File: src/rtl/multicycle_control_unit.sv
// Multicycle CPU control FSM: decodes the opcode into datapath controls, stalls on mem_ready/io_ack.
// Outputs are combinational from the state (plus mem_ready/io_ack gating); no backpressure beyond those stalls.
module multicycle_control_unit (
   input  logic       clk,
   input  logic       rst_n,
   input  logic [2:0] ir_op,
   input  logic       zero,
   input  logic       mem_ready,
   input  logic       io_ack,
   output logic       PCWrite,
   output logic       PCWriteCond,
   output logic       IorD,
   output logic       MemRead,
   output logic       MemWrite,
   output logic       IRWrite,
   output logic       RegWrite,
   output logic       MemtoReg,
   output logic       io_req,
   output logic       io_we,
   output logic       halted,
   output logic       io_timeout,
   output logic [1:0] ALUSrcA,
   output logic [1:0] ALUSrcB,
   output logic [1:0] ALUOp,
   output logic [1:0] PCSource,
   output logic [3:0] state
);

   typedef enum logic [3:0] {
      S_FETCH    = 4'd0,
      S_DECODE   = 4'd1,
      S_ALU_EX   = 4'd2,
      S_ALU_WB   = 4'd3,
      S_MEM_ADDR = 4'd4,
      S_MEM_RD   = 4'd5,
      S_MEM_WB   = 4'd6,
      S_MEM_WR   = 4'd7,
      S_BRANCH   = 4'd8,
      S_JUMP     = 4'd9,
      S_IO_WAIT  = 4'd10,
      S_HALT     = 4'd11
   } state_t;

   state_t     state_q, state_d;
   logic [2:0] op_q, op_d;
   logic [7:0] cnt_q, cnt_d;
   logic       tmo_q, tmo_d;
   logic       out_we;

   // The branch condition (PCWriteCond & zero) is resolved in the datapath.
   logic unused_zero;
   assign unused_zero = zero;

   always_ff @(posedge clk or negedge rst_n) begin
      if (!rst_n) begin
         state_q <= S_FETCH;
         op_q    <= 3'b000;
         cnt_q   <= 8'd0;
         tmo_q   <= 1'b0;
      end else begin
         state_q <= state_d;
         op_q    <= op_d;
         cnt_q   <= cnt_d;
         tmo_q   <= tmo_d;
      end
   end

   always_comb begin
      state_d     = state_q;
      op_d        = op_q;
      cnt_d       = cnt_q;
      tmo_d       = tmo_q;
      out_we      = (op_q == 3'b110);
      PCWrite     = 1'b0;
      PCWriteCond = 1'b0;
      IorD        = 1'b0;
      MemRead     = 1'b0;
      MemWrite    = 1'b0;
      IRWrite     = 1'b0;
      RegWrite    = 1'b0;
      MemtoReg    = 1'b0;
      io_req      = 1'b0;
      io_we       = 1'b0;
      halted      = 1'b0;
      io_timeout  = tmo_q;
      ALUSrcA     = 2'b00;
      ALUSrcB     = 2'b00;
      ALUOp       = 2'b00;
      PCSource    = 2'b00;

      case (state_q)
         S_FETCH: begin
            MemRead = 1'b1;
            ALUSrcB = 2'b01;
            PCWrite = mem_ready;
            IRWrite = mem_ready;
            if (mem_ready) state_d = S_DECODE;
         end
         S_DECODE: begin
            ALUSrcB = 2'b11;
            case (ir_op)
               3'b000:         state_d = S_ALU_EX;
               3'b001, 3'b010: state_d = S_MEM_ADDR;
               3'b011:         state_d = S_BRANCH;
               3'b100:         state_d = S_JUMP;
               3'b101, 3'b110: begin
                  state_d = S_IO_WAIT;
                  op_d    = ir_op;
                  cnt_d   = 8'd0;
               end
               default:        state_d = S_HALT;
            endcase
         end
         S_ALU_EX: begin
            ALUSrcA = 2'b01;
            ALUOp   = 2'b10;
            state_d = S_ALU_WB;
         end
         S_ALU_WB: begin
            RegWrite = 1'b1;
            state_d  = S_FETCH;
         end
         S_MEM_ADDR: begin
            ALUSrcA = 2'b01;
            ALUSrcB = 2'b10;
            state_d = (ir_op == 3'b001) ? S_MEM_RD : S_MEM_WR;
         end
         S_MEM_RD: begin
            MemRead = 1'b1;
            IorD    = 1'b1;
            if (mem_ready) state_d = S_MEM_WB;
         end
         S_MEM_WB: begin
            RegWrite = 1'b1;
            MemtoReg = 1'b1;
            state_d  = S_FETCH;
         end
         S_MEM_WR: begin
            MemWrite = 1'b1;
            IorD     = 1'b1;
            if (mem_ready) state_d = S_FETCH;
         end
         S_BRANCH: begin
            ALUSrcA     = 2'b01;
            ALUOp       = 2'b01;
            PCWriteCond = 1'b1;
            PCSource    = 2'b01;
            state_d     = S_FETCH;
         end
         S_JUMP: begin
            PCWrite  = 1'b1;
            PCSource = 2'b10;
            state_d  = S_FETCH;
         end
         S_IO_WAIT: begin
            io_req   = 1'b1;
            io_we    = out_we;
            MemtoReg = 1'b1;
            RegWrite = io_ack & ~out_we;
            // An ack arriving on the final count wins over the timeout.
            if (io_ack) begin
               state_d = S_FETCH;
            end else if (cnt_q == 8'hFF) begin
               tmo_d   = 1'b1;
               state_d = S_FETCH;
            end else begin
               cnt_d = cnt_q + 8'd1;
            end
         end
         S_HALT: begin
            halted = 1'b1;
         end
         default: begin
            io_timeout = 1'b0;
            state_d    = S_FETCH;
         end
      endcase

      if (!rst_n) begin
         PCWrite     = 1'b0;
         PCWriteCond = 1'b0;
         IorD        = 1'b0;
         MemRead     = 1'b0;
         MemWrite    = 1'b0;
         IRWrite     = 1'b0;
         RegWrite    = 1'b0;
         MemtoReg    = 1'b0;
         io_req      = 1'b0;
         io_we       = 1'b0;
         halted      = 1'b0;
         io_timeout  = 1'b0;
         ALUSrcA     = 2'b00;
         ALUSrcB     = 2'b00;
         ALUOp       = 2'b00;
         PCSource    = 2'b00;
      end
   end

   assign state = state_q;

endmodule

File: config.mk
export PLATFORM = sky130hd
export DESIGN_NAME = multicycle_control_unit
export DESIGN_NICKNAME = d
export VERILOG_FILES = /design/src/rtl/multicycle_control_unit.sv
export SDC_FILE = /design/constraint.sdc
export NUM_CORES = 1
export LEC_CHECK = 0
export ABC_AREA = 1
export CORE_MARGIN = 5
export CORE_UTILIZATION = 25
export CTS_BUF_LIST = sky130_fd_sc_hd__clkbuf_4 sky130_fd_sc_hd__clkbuf_8
export DETAILED_ROUTE_END_ITERATION = 12
export GPL_ROUTABILITY_DRIVEN = 0
export GPL_TIMING_DRIVEN = 1
export PLACE_DENSITY = 0.56
export SETUP_SLACK_MARGIN = 0.1
export SYNTH_ARGS = -nofsm -noshare
export SYNTH_HDL_FRONTEND = slang
export SYNTH_SLANG_ARGS = --single-unit
File: constraint.sdc
create_clock -name clk -period 2.45 [get_ports clk]
set_clock_uncertainty 0.15 [all_clocks]
set_input_delay 0.6125 -clock clk [delete_from_list [all_inputs] [get_ports clk]]
set_output_delay 0.6125 -clock clk [all_outputs]
set_load 0.01 [all_outputs]
==> metrics <==
worst reg2reg path depth 9; Tcrit/Tclk final 94.7%; FF-to-FF End state[0]; Clock transition at path regs 60 ps; root cell of the clock tree clkbuf_8; Power Dens Cells 932 nW/um^2; Post-Place Cells 305; post-synthesis cell count approximately 190; RSZ-0062 raised after global routing yes; Cell Rows 26; Reg2Reg Setup Slack 810 ps; Vias/cell 4.21; initial antenna violation count 0; top cell type's share of synthesized area 31.2%; post-synth top area cell dfrtp_1; crit-path cells clkdlybuf4s50_1, nand3_1, nor2_1, dlygate4sd2_1; Port-buffer cells 29; worst vdd ir between 0.2 and 0.3 mV; fmax ~430 MHz; DR pass1 iterations 4; GRT overflow 0; yosys warns 0; Routed WL around 3500 um; dpl ws -649 ps; total track usage roughly 11%; synthesized area around 1300 sq um; post-DR wirelength/cell roughly 11 um; Arr. time, crit path 1560 ps; overall power approximately 1.8 mW; TritonCTS Sinks 16; crit start category input pin; top post-synthesis cells by area dfrtp_1 31%, nand2_1 16%, nand3_1 6.6%; Final WS setup around 130 ps; number of global-route vias before repair 1295; Top delay family on crit path buffers and inverters; CTS tree done; Crit path required time 1690 ps; CTS Buffer Depth 2; minimum clock period after layout 2320 ps; leakage power 1.03 nW; crit path max fanout 2; reg2reg start cnt_q[0]; HPWL after DPL between 2000 and 3000 um; Detail Route Antenna Nets 0; antenna cells 0; asr flop ratio synth 100%; Layout area overhead 48.6%; boundary pin count 32; Post-synth EDFFs 0; crit end category output port; slowest stage delay, CP approximately 480 ps; CTS Hold Bufs 0; Bufs and invs on worst path 2; Final nets 260; initial core utilization about 25%; status completed; final core occ between 30% and 40%; final setup violation count 0; share of cells above drive strength 1 28.8%; worst hold-check path type input pin to async pin; H-Tree Depth 1; max-slew violation count 0; Synth Area per Inst ~6.8 sq um; Die H approximately 82 um; syn nets 198; # DRC 0; Synth cell types 34; maximum capacitance violations 0; First DRT Iteration DRCs 108; largest net degree at the start of global routing 10; number of CTS-inserted buffers 3; Die ar. 6670 sq um; crit path kind input pin to output port; insertion delay to the later sink of the worst-skew pair 250 ps; first-pass GRT wire length 5930 um; TNS Setup 0 ps; top_reg_cell synth dfrtp_1; Chip Width ~80 um; #FFs+latches synth 16; Crit-path slowest cell clkdlybuf4s50_1; non-filler cells, final 320; sequential share of the synthesized area 31.2%; Final Hold Fails 0; core area between 5000 and 6000 sq um; via count roughly 1300
Yosys cell counts (all sizes together) (2+ instances only):
library cell   n
nand2         64
inv           26
nor2          26
nand3         19
dfrtp         16
a21oi          7
nor3           6
o21ai          6
buf            4
clkinv         2
xnor2          2
xor2           2
worst max-delay path by stage:
stage / from / end / slack (ps) / depth (start not counted)
finish: mem_ready / IRWrite / 130 / 4
global route: state[2] / IRWrite / 50 / 6
CTS: rst_n / ALUSrcA[0] / 10 / 8
detailed placement: rst_n / ALUSrcA[0] / -650 / 7
global placement: rst_n / ALUSrcA[0] / -610 / 7
floorplan: state[2] / PCSource[0] / 380 / 6
flip-flops by register name (all words and copies together) (netlist names):
| signal | count |
|---|---|
| op_q | 3 |
| tmo_q | 1 |
| state | 4 |
| cnt_q | 8 |
final cells by class:
class                   instances  area [sq um]
flip-flops and latches         16           403
inverters                      28           115
fillers                       545          3130
well taps                      70          87.6
repair buffers                 62           494
multi-input cells             140           753
clock buffers                   4          55.1
worst register-to-register path: stages (launching register included):
cell      delay (ps)
dfrtp_1          430
ha_1             260
nand2_1           90
nor2_1            40
nand2_1          130
clkinv_1         120
nor2_4           130
nor2_2            70
nand2_1           60
nand2_1           40
layout by cell type (no fill, tap or decap), types with 2 or more instances in the layout:
| cell | count |
|---|---|
| clkdlybuf4s50_1 | 8 |
| buf_4 | 32 |
| inv_2 | 3 |
| inv_1 | 21 |
| inv_4 | 2 |
| o21ai_0 | 5 |
| dfrtp_1 | 14 |
| dfrtp_2 | 2 |
| clkbuf_2 | 4 |
| xnor2_1 | 2 |
| dlygate4sd2_1 | 12 |
| nor3_2 | 2 |
| nand3_1 | 17 |
| nand2_4 | 5 |
| clkbuf_8 | 4 |
| nor2_2 | 2 |
| a21oi_1 | 6 |
| nor2_4 | 2 |
| nor3_1 | 3 |
| nor2_1 | 21 |
| nand2_1 | 55 |
| buf_2 | 3 |
| nand3_4 | 2 |
| nand2_2 | 4 |
| xor2_1 | 2 |
power breakdown:
part / internal, mW / switching (mW)
sequential: 0.340 / 0.0726
combinational: 0.529 / 0.605
clock: 0.142 / 0.0895
total: 1.01 / 0.768
stage by stage:
stage	hold WS (ps)	area [sq um]
floorplan	167	1280
global placement	301	1790
detailed placement	303	1790
CTS	183	1910
global route	182	1910
finish	182	1910
logic make-up (layout without fill, tap and decap cells):
| family | Yosys count | count (layout) | synth area share, % |
|---|---|---|---|
| xor+xnor | 4 | 4 | 2.73 |
| compound gates | 17 | 17 | 7.51 |
| other cells | 1 | 1 | 0.292 |
| fa+ha+maj | 1 | 1 | 0.975 |
| buf+inv | 33 | 94 | 12.0 |
| flops | 16 | 16 | 31.2 |
| simple gates | 117 | 117 | 45.3 |
per-layer routing:
| metal | GRT usage, % | vias up | part of all wire (%) |
|---|---|---|---|
| met2 | 18.4 | 27 | 49 |
| met4 | 2.49 | 0 | 0.84 |
| li1 | - | 706 | - |
| met3 | 1.54 | 2 | 4.8 |
| met5 | 0 | - | 0 |
| met1 | 15.7 | 611 | 46 |
repair_timing:
action | CTS | global route
setup buffers | 10 | 1
pin swaps | 1 | 2
gates resized for setup | 37 | 12
endpoints found under the setup margin | 19 | 9
(Power assumes the default switching activity.)
